==> config.mk <==
export PLATFORM = sky130hd
export DESIGN_NAME = uart_tx
export DESIGN_NICKNAME = d
export VERILOG_FILES = /design/src/rtl/uart_pkg.sv /design/src/rtl/uart_tx.sv
export SDC_FILE = /design/constraint.sdc
export NUM_CORES = 1
export LEC_CHECK = 0
export ABC_AREA = 1
export BUFFER_PORTS_ARGS = -buffer_cell sky130_fd_sc_hd__buf_2
export CAP_MARGIN = 20
export CORE_MARGIN = 4
export CORE_UTILIZATION = 37
export CTS_BUF_LIST = sky130_fd_sc_hd__clkbuf_4 sky130_fd_sc_hd__clkbuf_8 sky130_fd_sc_hd__clkbuf_16
export DETAILED_ROUTE_END_ITERATION = 16
export HOLD_SLACK_MARGIN = 0.05
export MAX_ROUTING_LAYER = met4
export PLACE_DENSITY = 0.59
export SLEW_MARGIN = 20
export SYNTH_ARGS = -nofsm -noshare
export SYNTH_HDL_FRONTEND = slang
export SYNTH_SLANG_ARGS = --single-unit
==> constraint.sdc <==
create_clock -name i_clock -period 2.3 [get_ports i_clock]
set_input_delay 0.345 -clock i_clock [delete_from_list [all_inputs] [get_ports i_clock]]
set_output_delay 0.345 -clock i_clock [all_outputs]
set_load 0.005 [all_outputs]
==> src/rtl/uart_pkg.sv <==
`default_nettype none
// ============================================================================
// Module   : uart_pkg
// Purpose  : Definitions shared by uart_tx and uart_rx. Holds the FSM state
//            encoding, the default baud oversampling factor and the
//            even-parity helper.
// Revision : 1.0 - initial release
// ============================================================================
package uart_pkg;

  // Default number of baud ticks per serial bit (oversampling factor).
  localparam int UART_N_TICK = 16;

  // Frame state encoding, shared by the transmitter and the receiver.
  typedef enum logic [2:0] {
    ST_IDLE   = 3'd0,
    ST_START  = 3'd1,
    ST_DATA   = 3'd2,
    ST_PARITY = 3'd3,
    ST_STOP   = 3'd4
  } uart_state_e;

  // Even parity: the bit that makes the total count of ones even.
  // Callers zero-extend narrower words, which leaves the XOR unchanged.
  function automatic logic even_parity(input logic [31:0] bits);
    return ^bits;
  endfunction

endpackage
`default_nettype wire

==> src/rtl/uart_tx.sv <==
`default_nettype none
// ============================================================================
// Module   : uart_tx
// Purpose  : UART transmitter. Sends one frame per accepted request:
//            start bit, N_DATA data bits LSB first, optional even parity
//            bit, M_STOP stop bits. Each bit lasts N_TICK baud-tick pulses
//            supplied externally on i_valid.
// Macro    : UART_TX_PARITY_EN - when defined, an even parity bit is sent
//            between the last data bit and the first stop bit.
// Ports    : i_clock    - clock
//            i_reset    - synchronous active-high reset
//            i_valid    - baud tick enable (N_TICK x baud rate pulses)
//            i_data     - word to send, sampled only when a frame is accepted
//            i_tx_start - frame request, honoured only while idle
//            o_tx       - registered serial line, idle high
//            o_tx_done  - one-cycle pulse when the frame has finished
//            o_busy     - high whenever a frame is in progress
// Revision : 1.0 - initial release
// ============================================================================
module uart_tx
  import uart_pkg::*;
#(
  parameter int N_DATA      = 8,
  parameter int LOG2_N_DATA = 4,
  parameter int M_STOP      = 1,
  parameter int LOG2_M_STOP = 1,
  parameter int N_TICK      = UART_N_TICK
) (
  input  logic              i_clock,
  input  logic              i_reset,
  input  logic              i_valid,
  input  logic [N_DATA-1:0] i_data,
  input  logic              i_tx_start,
  output logic              o_tx,
  output logic              o_tx_done,
  output logic              o_busy
);

  localparam int TICK_W = (N_TICK > 1) ? $clog2(N_TICK) : 1;
  localparam logic [TICK_W-1:0]      TICK_LAST = TICK_W'(N_TICK - 1);
  localparam logic [LOG2_N_DATA-1:0] IDX_LAST  = LOG2_N_DATA'(N_DATA - 1);
  localparam logic [LOG2_M_STOP-1:0] STOP_LAST = LOG2_M_STOP'(M_STOP - 1);

  uart_state_e            state, state_next;
  logic [TICK_W-1:0]      tick, tick_next;
  logic [LOG2_N_DATA-1:0] idx, idx_next;
  logic [LOG2_M_STOP-1:0] stop_cnt, stop_next;
  logic [N_DATA-1:0]      shreg, shreg_next;
  logic                   tx_next;
  logic                   done_next;
  logic                   bit_end;
`ifdef UART_TX_PARITY_EN
  // Parity is captured at acceptance because the shift register is
  // consumed while the data bits go out.
  logic                   par_bit, par_next;
`endif

  always_ff @(posedge i_clock) begin
    if (i_reset) begin
      state     <= ST_IDLE;
      tick      <= '0;
      idx       <= '0;
      stop_cnt  <= '0;
      shreg     <= '0;
      o_tx      <= 1'b1;
      o_tx_done <= 1'b0;
`ifdef UART_TX_PARITY_EN
      par_bit   <= 1'b0;
`endif
    end else begin
      state     <= state_next;
      tick      <= tick_next;
      idx       <= idx_next;
      stop_cnt  <= stop_next;
      shreg     <= shreg_next;
      o_tx      <= tx_next;
      o_tx_done <= done_next;
`ifdef UART_TX_PARITY_EN
      par_bit   <= par_next;
`endif
    end
  end

  always_comb begin
    state_next = state;
    tick_next  = tick;
    idx_next   = idx;
    stop_next  = stop_cnt;
    shreg_next = shreg;
    done_next  = 1'b0;
    bit_end    = 1'b0;
    tx_next    = 1'b1;
`ifdef UART_TX_PARITY_EN
    par_next   = par_bit;
`endif

    // The tick counter only runs inside a frame; bit_end marks the tick
    // that closes the current bit period.
    if (state != ST_IDLE && i_valid) begin
      if (tick == TICK_LAST) begin
        tick_next = '0;
        bit_end   = 1'b1;
      end else begin
        tick_next = tick + 1'b1;
      end
    end

    case (state)
      ST_IDLE: begin
        if (i_tx_start) begin
          shreg_next = i_data;
          idx_next   = '0;
          stop_next  = '0;
          tick_next  = '0;
          state_next = ST_START;
`ifdef UART_TX_PARITY_EN
          par_next   = even_parity(32'(i_data));
`endif
        end
      end
      ST_START: begin
        if (bit_end) state_next = ST_DATA;
      end
      ST_DATA: begin
        if (bit_end) begin
          shreg_next = shreg >> 1;
          if (idx == IDX_LAST) begin
            idx_next   = '0;
`ifdef UART_TX_PARITY_EN
            state_next = ST_PARITY;
`else
            state_next = ST_STOP;
`endif
          end else begin
            idx_next = idx + 1'b1;
          end
        end
      end
`ifdef UART_TX_PARITY_EN
      ST_PARITY: begin
        if (bit_end) state_next = ST_STOP;
      end
`endif
      ST_STOP: begin
        if (bit_end) begin
          if (stop_cnt == STOP_LAST) begin
            stop_next  = '0;
            state_next = ST_IDLE;
            done_next  = 1'b1;
          end else begin
            stop_next = stop_cnt + 1'b1;
          end
        end
      end
      default: state_next = ST_IDLE;
    endcase

    // The line is registered from the upcoming state so o_tx changes on
    // the same edge as the state register.
    case (state_next)
      ST_START:  tx_next = 1'b0;
      ST_DATA:   tx_next = shreg_next[0];
`ifdef UART_TX_PARITY_EN
      ST_PARITY: tx_next = par_next;
`endif
      default:   tx_next = 1'b1;
    endcase
  end

  assign o_busy = (state != ST_IDLE);

endmodule
`default_nettype wire

; ---- Word-level counts from Yosys, hierarchy flattened
; Cells that the tools add are included.
[word_totals]
register_bits = 22
input_bits = 12
output_inout_bits = 3
word_cells = 57
[op_classes]
addsub = 3
n_eq_ne = 10
n_mux = 26
bitwise = 2
n_reduce_logical = 8
[ops]
columns = cell, count
row1 = 4-bit 2-to-1 mux, 7
row2 = 3-bit 2-to-1 mux, 6
row3 = 8-bit 2-to-1 mux, 2
row4 = 8-bit case mux with 2 select lines, 1
row5 = 3-bit case mux with 4 select lines, 1
row6 = 4-bit by 1-bit adder with 4-bit output (second input constant), 2
row7 = 4-bit case mux with 2 select lines, 1
row8 = 3-bit by 1-bit equality test with 1-bit output (second input constant), 2
row9 = 3-bit by 2-bit equality test with 1-bit output (second input constant), 2
row10 = 1-bit 2-to-1 mux, 6
row11 = 2-bit inequality test (second input constant), 3
row12 = 3-bit AND reduction, 2
row13 = 4-bit by 3-bit equality test with 1-bit output (second input constant), 1
row14 = 4-bit equality test (second input constant), 1
row15 = 1-bit case mux with 2 select lines, 2
row16 = 2-bit nonzero test, 2
row17 = 3-bit equality test (second input constant), 1
row18 = 3-bit zero test, 1
row19 = 3-bit nonzero test, 1
row20 = 3-bit OR reduction, 1
row21 = 1-bit NOT, 2
row22 = 1-bit adder (second input constant), 1
row23 = 1-bit logical AND, 1

; ---- Depth between registers and ports, before layout
[logic_depth]
word_depth = 7
ltp_mapped = 9
ltp_nobuf = 9

; ---- Worst setup path after synthesis
; No wires, ideal clock.
[synth_path]
path_kind = register to register
from = reg tick[0]
to = reg idx[1]
setup_ps = 117
arrival_ps = 1212
required_time_ps = 2183
path_slack_ps = 971
stages_incl_launch_ff = 9
path_buffers = 0
synth_period_minus_slack_ps = 1329
path_cell_list = dfxtp_1 -> ha_1 -> nand2_1 -> nor2_4 -> nand4_4 -> nand2_4 -> inv_2 -> a21oi_1 -> nor2_1
[synth_via]
elab_chain_len = 5
[synth_lines]
columns = element, line
row1 = from (decl), uart_tx.sv:45  ; logic [TICK_W-1:0] tick, tick_next;
row2 = from (signal assigned), uart_tx.sv:72  ; tick <= tick_next;
row3 = 4-bit equality test, uart_tx.sv:100  ; if (tick == TICK_LAST) begin
row4 = 1-bit 2-to-1 mux, uart_tx.sv:100
row5 = 1-bit 2-to-1 mux, uart_tx.sv:99  ; if (state != ST_IDLE && i_valid) begin
row6 = 2-bit inequality test (no line), --
row7 = 3-bit AND reduction (no line), --
row8 = to (signal assigned), uart_tx.sv:73  ; idx <= idx_next;
row9 = to (decl), uart_tx.sv:46  ; logic [LOG2_N_DATA-1:0] idx, idx_next;
; Every way passes these cells.
; A chain may end at the register's enable or synchronous reset.

; ---- Worst setup path after layout
[layout_path]
from = reg state[0]
to = out o_busy
[layout_via]
elab_chain_len = 1
[layout_lines]
columns = element, line
row1 = from (decl), uart_tx.sv:44  ; uart_state_e state, state_next;
row2 = from (signal assigned), uart_tx.sv:71  ; state <= state_next;
row3 = 3-bit nonzero test, uart_tx.sv:170  ; assign o_busy = (state != ST_IDLE);
row4 = to (decl), uart_tx.sv:36  ; output logic o_busy
; Every way passes these cells.

==> metrics.txt <==
number of detailed-routing iterations run before antenna repair=4; unrepaired setup endpoints after global routing=no; first-pass GRT wire length=3920 µm; largest net degree at the start of global routing=13; post-route fraction of the period consumed by the critical path=0.672; highest clock frequency the design can meet=0.647 GHz; worst reg-to-reg path cell count=8; CTS max path bufs=2; H-tree levels=1; Synthesized Nets=172; Final Wtd Congestion=about 0.86; complex-gate fraction of the synthesized area=0.0899; input/output buffers=14; total placed instance area=around 0.0012 mm²; clk sink count=21; Maximum Capacitance Violations=0; Worst Setup SP=state[0]$_SDFF_PP0_; commonest register cell after synthesis=sky130_fd_sc_hd__dfxtp_1; worst-case register-to-register setup slack=0.77 ns; Cell variety after synth=25; nets=188; via count of the first global-routing pass=937; maximum fanout along the worst path=11; top-level I/O count=15; post-synthesis share of cell area spent on full adders, half adders and majority gates=0.0225; slew at the pin closest to its max-slew limit=approximately 0.32 ns; data arrival time of the critical path=1.20 ns; Setup Crit Path Kind=flop to primary output; Placed Cells=200; clock insertion delay at the later pin of the skew report=0.31 ns; fraction of registers with async set/reset=0; post-synthesis simple-gate area fraction=0.420; crit path capture type=primary output; endpoint of the worst register-to-register path=idx[1]$_SDFFE_PP0P_; number of diodes=0; top post-synthesis cells by area=sky130_fd_sc_hd__dfxtp_1 38%, sky130_fd_sc_hd__nand2_1 13%, sky130_fd_sc_hd__nor2_1 9.1%; DRC violation total after the first TritonRoute iteration=63; largest family of logic cells by synthesized area=simple AND/OR/NAND/NOR gates; die outline height=62.9 µm; Clock Pin Slew Worst Setup and Hold Paths=0.12 ns; #FFs+latches synth=21; overall die area=0.00395 mm²; GRT Overall Usage=0.126; IR drop worst, VDD=252 µV; TritonCTS clock tree=done; footprint of the multi-input gates=~590 µm²; final-report hold violation count=0; share of the core filled with cells in the final layout=0.440; proportion of synthesized chip area in sequential cells=0.378; final cell count without fillers=204; data required time of the worst path=1.96 ns; relative slew slack=0.783; max-slew violation count=0; fill cell instance count of the final layout=302; shortest period the worst path allows=1.55 ns; FP Rows=19; reported leakage power=0.548 nW; number of post-CTS setup repair buffers=0; Synth Cell Area=0.00111 mm²; Resized Gates After CTS=0; CTS Hold Buffers Added=0; setup skew after layout=between 0.007 and 0.008 ns; CP endpoint=o_busy; master cell of the clock root buffer=sky130_fd_sc_hd__clkbuf_4; ANT nets after route=0; fraction of synthesized area in multiplexers=0; overall overflow remaining after global route=0; Final TNS setup=0 ns; vias=995; pwr/cell area=563 mW/mm²; sequential standard cell area=420 µm²; detail-routed net length per standard cell=about 11 µm; number of failing setup endpoints in the final timing report=0; post-synth top area share=0.378; Yosys top cell by area=sky130_fd_sc_hd__dfxtp_1; CTS Buf Count=3; source of the worst register-to-register timing path=tick[0]$_SDFF_PP0_; antenna violations before repair=0; DIE WIDTH=62.9 µm; launching element type of the critical path=flop; DRC violation count after routing=0; warning count from the yosys run=0; detailed placement HPWL=1730 µm; path class of the lowest-slack min-delay path=input port to flop; starting density of the core=0.397; detailed-route vias per instance=4.88; share of the synthesized netlist area taken by xor and xnor gates=0; layout cell share with drive strength beyond 1=0.220; per-instance average area after synthesis=7.05 µm²; instance count of the mapped netlist=158; status=completed; Std-Cell Core Area=0.00281 mm²; worst hold slack=about 0.3 ns; area grow syn2layout=10.8%; detailed-route wire length=2220 µm; number of enable-type register cells in the synthesized netlist=0; final design instance area without fill=0.00123 mm²
logic make-up after synthesis:
logic type | after synthesis
flip-flops | 21
buffers and inverters | 24
AND/OR/NAND/NOR | 91
AO/OA/AOI/OAI | 20
adder cells (fa/ha/maj) | 2
sequential cells by signal (all words and copies together) (netlist names):
signal,flops
shreg,8
idx,4
tick,4
state,3
o_tx,1
o_tx_done,1
how the worst min path moves through the flow:
stage	from	end	cells past startpoint	slack, ns
3_5_place_dp	shreg[7]$_SDFFE_PP0P_	shreg[7]$_SDFFE_PP0P_	2	0.46
4_1_cts	i_data[7]	shreg[7]$_SDFFE_PP0P_	3	0.29
2_1_floorplan	i_reset	o_tx_done$_SDFF_PP0_	1	0.42
3_3_place_gp	shreg[2]$_SDFFE_PP0P_	shreg[2]$_SDFFE_PP0P_	2	0.46
6_report	i_data[7]	shreg[7]$_SDFFE_PP0P_	3	0.30
5_1_grt	i_data[7]	shreg[7]$_SDFFE_PP0P_	3	0.28
worst max-delay path: stages, from the launching register on:
cell and delay (ns):
sky130_fd_sc_hd__dfxtp_1 0.38, sky130_fd_sc_hd__nor2_4 0.20, sky130_fd_sc_hd__nand2_4 0.15, sky130_fd_sc_hd__buf_2 0.16
per-layer routing:
metal,wire [µm],GRT usage,vias to the layer above
li1,-,-,526
met1,1070,0.148,448
met2,1000,0.206,16
met3,109,0.0378,5
met4,36,0.0413,0
met5,0,-,-
where the power goes:
group          internal [mW]  total, mW  switching [mW]
combinational         0.0393      0.108          0.0683
clock                 0.0796      0.192           0.113
sequential             0.383      0.395          0.0124
cells in the final DEF (no fill, tap or decap), types with 2 or more instances in the layout:
master                     synthesis  final
sky130_fd_sc_hd__nor2_4            2      2
sky130_fd_sc_hd__a21oi_1          15     15
sky130_fd_sc_hd__nand4_1           2      2
sky130_fd_sc_hd__nor2_1           27     27
sky130_fd_sc_hd__ha_1              2      2
sky130_fd_sc_hd__nor2_2            3      3
sky130_fd_sc_hd__buf_2             0     14
sky130_fd_sc_hd__nand2_2           2      2
sky130_fd_sc_hd__nand2_4           5      5
sky130_fd_sc_hd__nand2_1          39     39
sky130_fd_sc_hd__dfxtp_1          21     21
sky130_fd_sc_hd__o21ai_0           4      4
sky130_fd_sc_hd__inv_1            17     17
sky130_fd_sc_hd__inv_2             3      3
sky130_fd_sc_hd__nand3_1           5      5
sky130_fd_sc_hd__clkbuf_4          0      4
cell type report:
class | instances | share of cell area
Timing Repair Buffer | 14 | 0.0568
Inverter | 21 | 0.0659
Tap cell | 31 | 0.0314
Sequential cell | 21 | 0.341
Multi-Input combinational cell | 113 | 0.481
Clock buffer | 4 | 0.0243
synthesized netlist by cell type, drive strengths merged (2+ instances only):
cell type and n:
nand2 46, nor2 32, inv 21, a21oi 15, dfxtp 21, buf 2, ha 2, o21ai 5
nand3 7, nand4 3
through the flow:
step,total power [mW],setup WS [ns]
floorplan,0.483,0.971
global placement,0.508,0.868
detailed placement,0.511,0.804
CTS,0.708,0.742
global route,0.744,0.681
finish,0.695,0.754
(Power assumes the default switching activity.)
